$ cat src/rtl/pwm_compare_channel_if.sv
// Signal bundle between the PWM counter/register file and one compare channel.
// The master side drives the counter and configuration; the slave side is the channel.
interface pwm_compare_channel_if #(
  parameter int CNT_WIDTH = 16,
  parameter int DT_WIDTH  = 8
);
  logic                 cnt_en_i;
  logic [CNT_WIDTH-1:0] cnt_i;
  logic                 overflow_i;
  logic [CNT_WIDTH-1:0] ccr_preload_i;
  logic                 preload_en_i;
  logic [1:0]           mode_i;
  logic                 pol_i;
  logic [DT_WIDTH-1:0]  dtg_i;
  logic                 oc_o;
  logic                 ocn_o;
  logic                 match_o;

  modport master (
    output cnt_en_i, cnt_i, overflow_i, ccr_preload_i, preload_en_i, mode_i, pol_i, dtg_i,
    input  oc_o, ocn_o, match_o
  );

  modport slave (
    input  cnt_en_i, cnt_i, overflow_i, ccr_preload_i, preload_en_i, mode_i, pol_i, dtg_i,
    output oc_o, ocn_o, match_o
  );
endinterface

$ cat src/rtl/pwm_compare_channel.sv
// Capture/compare output stage behind the PWM main counter: shadowed CCR, match pulse,
// reference waveform and polarity-controlled outputs. Define PWM_DEADTIME_EN for dead time.
module pwm_compare_channel #(
  parameter int CNT_WIDTH = 16,
  parameter int DT_WIDTH  = 8
) (
  input  logic                  clk_psc_i,
  input  logic                  rst_n_i,
  pwm_compare_channel_if.slave  bus
);

  localparam logic [CNT_WIDTH-1:0] CNT_ONES    = {CNT_WIDTH{1'b1}};
  localparam logic [CNT_WIDTH-1:0] CNT_ZERO    = {CNT_WIDTH{1'b0}};
  localparam logic [1:0]           MODE_FROZEN = 2'b00;
  localparam logic [1:0]           MODE_PWM1   = 2'b01;
  localparam logic [1:0]           MODE_PWM2   = 2'b10;
  localparam logic [1:0]           MODE_TOGGLE = 2'b11;

  logic [CNT_WIDTH-1:0] r_ccr_shadow;
  logic [CNT_WIDTH-1:0] r_cnt_q;
  logic                 r_oc_ref;
  logic                 r_match;
  logic                 r_oc;
  logic                 r_ocn;
  logic                 w_load;
  logic                 w_evt;
  logic                 w_ref_next;
  logic                 w_oc_act;
  logic                 w_ocn_act;

  // Shadow update: with preload, only at overflow or while the counter is stopped
  always_comb begin
    w_load = 1'b1;
    if (bus.preload_en_i) begin
      w_load = bus.overflow_i | ~bus.cnt_en_i;
    end else begin
      w_load = 1'b1;
    end
  end

  // A held count matches once; overflow re-arms it so ARR=0 still fires every period
  assign w_evt = bus.cnt_en_i & (bus.cnt_i == r_ccr_shadow)
               & ((bus.cnt_i != r_cnt_q) | bus.overflow_i);

  // Next reference level per compare mode
  always_comb begin
    w_ref_next = r_oc_ref;
    if (!bus.cnt_en_i) begin
      w_ref_next = 1'b0;
    end else begin
      case (bus.mode_i)
        MODE_PWM1:   w_ref_next = (bus.cnt_i < r_ccr_shadow);
        MODE_PWM2:   w_ref_next = (bus.cnt_i >= r_ccr_shadow);
        MODE_TOGGLE: w_ref_next = r_oc_ref ^ w_evt;
        MODE_FROZEN: w_ref_next = r_oc_ref;
        default:     w_ref_next = r_oc_ref;
      endcase
    end
  end

  // Compare stage state
  always_ff @(posedge clk_psc_i or negedge rst_n_i) begin
    if (!rst_n_i) begin
      r_ccr_shadow <= CNT_ZERO;
      r_cnt_q      <= CNT_ONES;
      r_oc_ref     <= 1'b0;
      r_match      <= 1'b0;
    end else begin
      if (w_load) begin
        r_ccr_shadow <= bus.ccr_preload_i;
      end
      r_cnt_q  <= bus.cnt_en_i ? bus.cnt_i : CNT_ONES;
      r_oc_ref <= w_ref_next;
      r_match  <= w_evt;
    end
  end

`ifdef PWM_DEADTIME_EN
  logic [DT_WIDTH-1:0] r_dt_cnt;
  logic [DT_WIDTH-1:0] w_dt_next;
  logic                r_ref_d;
  logic                w_ref_edge;

  assign w_ref_edge = r_oc_ref ^ r_ref_d;

  // Dead-time down-counter; any reference edge restarts it
  always_comb begin
    w_dt_next = r_dt_cnt;
    if (!bus.cnt_en_i) begin
      w_dt_next = {DT_WIDTH{1'b0}};
    end else if (w_ref_edge) begin
      w_dt_next = bus.dtg_i;
    end else if (r_dt_cnt != {DT_WIDTH{1'b0}}) begin
      w_dt_next = r_dt_cnt - {{(DT_WIDTH-1){1'b0}}, 1'b1};
    end else begin
      w_dt_next = r_dt_cnt;
    end
  end

  // Dead-time state
  always_ff @(posedge clk_psc_i or negedge rst_n_i) begin
    if (!rst_n_i) begin
      r_dt_cnt <= {DT_WIDTH{1'b0}};
      r_ref_d  <= 1'b0;
    end else begin
      r_dt_cnt <= w_dt_next;
      r_ref_d  <= r_oc_ref;
    end
  end

  // Each side may go active only once the delay following the latest edge has expired
  assign w_oc_act  =  r_oc_ref & (w_dt_next == {DT_WIDTH{1'b0}});
  assign w_ocn_act = ~r_oc_ref & (w_dt_next == {DT_WIDTH{1'b0}});
`else
  logic [DT_WIDTH-1:0] w_dtg_unused;

  assign w_dtg_unused = bus.dtg_i;
  assign w_oc_act     =  r_oc_ref;
  assign w_ocn_act    = ~r_oc_ref;
`endif

  // Output stage: inactive level while stopped, otherwise active level XOR polarity
  always_ff @(posedge clk_psc_i or negedge rst_n_i) begin
    if (!rst_n_i) begin
      r_oc  <= 1'b0;
      r_ocn <= 1'b0;
    end else if (!bus.cnt_en_i) begin
      r_oc  <= bus.pol_i;
      r_ocn <= bus.pol_i;
    end else begin
      r_oc  <= w_oc_act ^ bus.pol_i;
      r_ocn <= w_ocn_act ^ bus.pol_i;
    end
  end

  assign bus.oc_o    = r_oc;
  assign bus.ocn_o   = r_ocn;
  assign bus.match_o = r_match;

endmodule
$ cat src/flat_wrapper.sv
// flat-port wrapper written by rule: the top's interface ports become plain ports
module pwm_compare_channel_flat 
#(
  parameter int CNT_WIDTH = 16,
  parameter int DT_WIDTH  = 8
)
  (clk_psc_i, rst_n_i, bus_cnt_en_i, bus_cnt_i, bus_overflow_i, bus_ccr_preload_i, bus_preload_en_i, bus_mode_i, bus_pol_i, bus_dtg_i, bus_oc_o, bus_ocn_o, bus_match_o);
  pwm_compare_channel_if #(.CNT_WIDTH(CNT_WIDTH), .DT_WIDTH(DT_WIDTH)) bus_i ();
  input  logic clk_psc_i;
  input  logic rst_n_i;
  input wire logic [$bits(bus_i.cnt_en_i)-1:0] bus_cnt_en_i;
  input wire logic [$bits(bus_i.cnt_i)-1:0] bus_cnt_i;
  input wire logic [$bits(bus_i.overflow_i)-1:0] bus_overflow_i;
  input wire logic [$bits(bus_i.ccr_preload_i)-1:0] bus_ccr_preload_i;
  input wire logic [$bits(bus_i.preload_en_i)-1:0] bus_preload_en_i;
  input wire logic [$bits(bus_i.mode_i)-1:0] bus_mode_i;
  input wire logic [$bits(bus_i.pol_i)-1:0] bus_pol_i;
  input wire logic [$bits(bus_i.dtg_i)-1:0] bus_dtg_i;
  output wire logic [$bits(bus_i.oc_o)-1:0] bus_oc_o;
  output wire logic [$bits(bus_i.ocn_o)-1:0] bus_ocn_o;
  output wire logic [$bits(bus_i.match_o)-1:0] bus_match_o;
  assign bus_i.cnt_en_i = bus_cnt_en_i;
  assign bus_i.cnt_i = bus_cnt_i;
  assign bus_i.overflow_i = bus_overflow_i;
  assign bus_i.ccr_preload_i = bus_ccr_preload_i;
  assign bus_i.preload_en_i = bus_preload_en_i;
  assign bus_i.mode_i = bus_mode_i;
  assign bus_i.pol_i = bus_pol_i;
  assign bus_i.dtg_i = bus_dtg_i;
  assign bus_oc_o = bus_i.oc_o;
  assign bus_ocn_o = bus_i.ocn_o;
  assign bus_match_o = bus_i.match_o;
  pwm_compare_channel #(.CNT_WIDTH(CNT_WIDTH), .DT_WIDTH(DT_WIDTH)) u_core (.clk_psc_i(clk_psc_i), .rst_n_i(rst_n_i), .bus(bus_i));
endmodule
$ cat config.mk
export PLATFORM = sky130hd
export DESIGN_NAME = pwm_compare_channel_flat
export DESIGN_NICKNAME = d
export VERILOG_FILES = /design/src/rtl/pwm_compare_channel_if.sv /design/src/rtl/pwm_compare_channel.sv /design/src/flat_wrapper.sv
export SDC_FILE = /design/constraint.sdc
export NUM_CORES = 1
export LEC_CHECK = 0
export CAP_MARGIN = 40
export CORE_MARGIN = 2
export CORE_UTILIZATION = 47
export DETAILED_ROUTE_END_ITERATION = 16
export PLACE_DENSITY = 0.78
export SYNTH_ARGS = -nofsm -noshare
export SYNTH_HDL_FRONTEND = slang
export SYNTH_SLANG_ARGS = --single-unit
$ cat constraint.sdc
create_clock -name clk_psc_i -period 2.7 [get_ports clk_psc_i]
set_input_delay 0.27 -clock clk_psc_i [delete_from_list [all_inputs] [get_ports clk_psc_i]]
set_output_delay 0.27 -clock clk_psc_i [all_outputs]
set_load 0.02 [all_outputs]
==> run_results.csv <==
group,metric,value,unit
final_layout,finalNonFillerCells,285,
synth,synthDistinctLibCells,30,
global_route,grt.busiest_layer,"met2",
final_layout,antenna_cells,0,
sta,final_max_slew_viol_count,0,
routing,via_per_inst,4.846,
clocking,cts_tree,"built",
critical_path,critPathTopFamily,"simple AND/OR/NAND/NOR gates",
sta,rsz0062_at_grt,"false",
job,maxCapViolations,0,
placed_design,io_buffers,42,
die,ioPinCount,51,
worst_hold_path,min_path_type,"input pin to asynchronous set/reset pin",
synth,synth.avg_cell_area,10.25,um2
critical_path,required,2.87,ns
critical_path,worstPathCellList,"clkdlybuf4s50_1, ha_1, nand4_2, or3_4, nor2_2, a21boi_2, mux2i_1, o21a_1, a221o_1",
clocking,ctsHoldBuffers,0,
clocking,clk_path_buf_depth,2,
sta,hold_viol_final,0,
pwr,total_leakage_power,1.101,nW
status,run_status,"finished clean",
synth,postSynthCellCount,187,
routing,drt_iter0_markers,41,
global_route,grt_pass1_vias,1441,
synth,synth_edf_count,0,
pwr,total_power,1.267,mW
critical_path,cp.arrival,2.48,ns
critical_path,critical_path_class,"input pin to flip-flop",
die,rows,23,
global_route,grt_max_degree,37,
synth,synth.ff_latch_count,36,
placed_design,placed_cells,277,
routing,firstDrtPassIters,4,
sta,finalSetupTns,0,ns
placed_design,detailed_place_hpwl,2.766,mm
clocking,clk_pin_slew_worst_paths,0.07,ns
critical_path,cp.depth,9,
synth,synthTopCellsByCount,"nand2_1 (21), dfrtp_1 (20), inv_1 (19)",
die,fp.dieW,67.86,um
clocking,cts_buffers,5,
final_layout,finish.net_count,298,
synth,synthFlopType,"dfrtp_1",
critical_path,critPathBufInv,1,
sta,fin_crit,2.303,ns
die,fp.dieH,67.86,um
synth,ys_seq_area_share,48.04,%
critical_path,cpPeakStageDelay,0.48,ns
routing,wl_per_cell,12.74,um
synth,synth_fp_nets,251,
pwr,cellPowerDensity,506.0,nW/um2
final_layout,fillCellCount,363,
routing,vias,1381,
synth,synth_area_leaders,"dfrtp_1 (26%), dfstp_2 (22%), ha_1 (10%)",
routing,finalWirelength,3.632,mm
sta,layout_setup_ws,0.3966,ns
routing,drc,0,
synth,synth_area,1917,um2
die,initial_utilization,48.27,%
clocking,ctsResizeCount,0,
sta,min_period_over_period,85.31,%
sta,setup_viol,0,
synth,yosys_warnings,0,
clocking,post_cts_buffers,0,
synth,netlist.top_cell.by_area,"dfrtp_1",
global_route,use_met1,22.22,%
placed_design,gp_congestion,0.8097,
clocking,cts_max_level,2,
placed_design,dp_slack,0.1050,ns
pwr,ir_drop,256.5,uV
critical_path,crit_path_end_kind,"flip-flop",
sta,skew,0.006759,ns
final_layout,postLayoutCellArea,2504,um2
die,core_area,3971,um2
synth,synth_top_area_share,26.11,%
global_route,use_met3,6.908,%
synth,asyncSetResetFlopFracSynth,100.0,%
global_route,gr-total-overflow,0,
global_route,use_met2,31.13,%
routing,ant_nets,0,
final_layout,final_layout_size_suffix_gt1_share,14.04,%
critical_path,slowest_stage,"clkdlybuf4s50_1",
critical_path,r2r_cells,9,
critical_path,crit_fanout,3,
sta,tightest_slew,0.5862,ns
sta,max-slew-margin-rel,60.80,%
global_route,antenna_found_initial,0,
global_route,grt_pass1_wl,6.189,mm
clocking,cts.sinks,36,
global_route,grt_usage,18.50,%
synth,synth_most_common_cell,"nand2_1",
clocking,clockRootBuffer,"clkbuf_8",
final_layout,syn2layout_area_growth,30.61,%
clocking,clk_latency,0.29,ns
critical_path,cp-start-kind,"input pin",
die,die_area,4605,um2
sta,timing.fmax,434.1,MHz
placed_design,place_area,2404,um2
-- area by class of cell --
class                   count  area, um2  share of cell area (%)
well taps                  50      62.56                   2.499
inverters                  19      71.32                   2.849
flip-flops and latches     36      920.9                   36.78
repair buffers             45      442.9                   17.69
multi-input cells         127      905.9                   36.18
clock buffers               8      100.1                   3.998
-- placed cells by master (no fill, tap or decap), drive strengths merged --
cell / Yosys / routed
ha: 16 / 16
a21boi: 1 / 1
o21a: 2 / 2
nor2b: 3 / 3
o211ai: 1 / 1
clkbuf: 5 / 8
nor2: 1 / 1
a21oi: 8 / 8
or4: 1 / 1
buf: 0 / 3
o21ai: 19 / 19
nand2: 21 / 21
or3: 1 / 1
nand4: 7 / 7
clkdlybuf4s50: 0 / 42
nor4: 2 / 2
xnor2: 17 / 17
nand3: 1 / 1
dfrtp: 20 / 20
inv: 19 / 19
mux2i: 1 / 1
a221o: 1 / 1
dfstp: 16 / 16
nand3b: 1 / 1
nand2b: 18 / 18
nor3: 2 / 2
mux2: 1 / 1
xor2: 1 / 1
maj3: 1 / 1
-- path summary, 6_finish.rpt --
path / from / to / slack (ns)
setup reg to reg: u_core.r_ccr_shadow[14]$_DFFE_PN0P_ / u_core.r_oc_ref$_DFFE_PN0P_ / 0.53
min in group clk_psc_i: u_core.r_ccr_shadow[0]$_DFFE_PN0P_ / u_core.r_ccr_shadow[0]$_DFFE_PN0P_ / 0.51
max in group asynchronous: rst_n_i / u_core.r_cnt_q[6]$_DFF_PN1_ / 1.96
hold reg to reg: u_core.r_ccr_shadow[0]$_DFFE_PN0P_ / u_core.r_ccr_shadow[0]$_DFFE_PN0P_ / 0.51
setup / recovery: bus_cnt_i[13] / u_core.r_oc_ref$_DFFE_PN0P_ / 0.40
hold / removal: rst_n_i / u_core.r_ccr_shadow[8]$_DFFE_PN0P_ / 0.39
-- state kept, by name (all words and copies together), names as in the netlist --
signal               cells
u_core.r_ccr_shadow     16
u_core.r_cnt_q          16
u_core.bus.match_o       1
u_core.bus.oc_o          1
u_core.bus.ocn_o         1
u_core.r_oc_ref          1
-- where the power goes --
| group | switching, mW | leakage [nW] | internal [mW] | total [mW] |
|---|---|---|---|---|
| Sequential | 0.0153 | 0.407 | 0.586 | 0.601 |
| Combinational | 0.115 | 0.642 | 0.133 | 0.249 |
| Clock | 0.184 | 0.0515 | 0.233 | 0.417 |
| Total | 0.315 | 1.10 | 0.952 | 1.27 |
-- metrics by stage --
stage	util, %	hold WS [ns]
6_report	63.04	0.3901
5_1_grt	63.04	0.4221
4_1_cts	63.04	0.4042
3_5_place_dp	60.52	0.5022
3_3_place_gp	60.52	0.4883
2_1_floorplan	-	-0.02559
-- kinds of logic (layout without fill, tap and decap cells) --
group,count (synthesis),in the layout,synth area share (%)
adders and majority gates,17,17,10.97
buffers and inverters,24,72,4.700
xor gates and xnor gates,18,18,8.224
and+or+nand+nor,58,58,17.62
muxes,2,2,1.110
DFF,36,36,48.04
AOI/OAI and AO/OA,32,32,9.334
-- routing by layer --
metal	routed length, um	share of wire (%)	vias to the layer above
met3	192	5.3	4
met4	45	1.2	0
met5	0	0	-
li1	-	-	710
met1	1654	46	634
met2	1740	48	33
(Power assumes the default switching activity.)
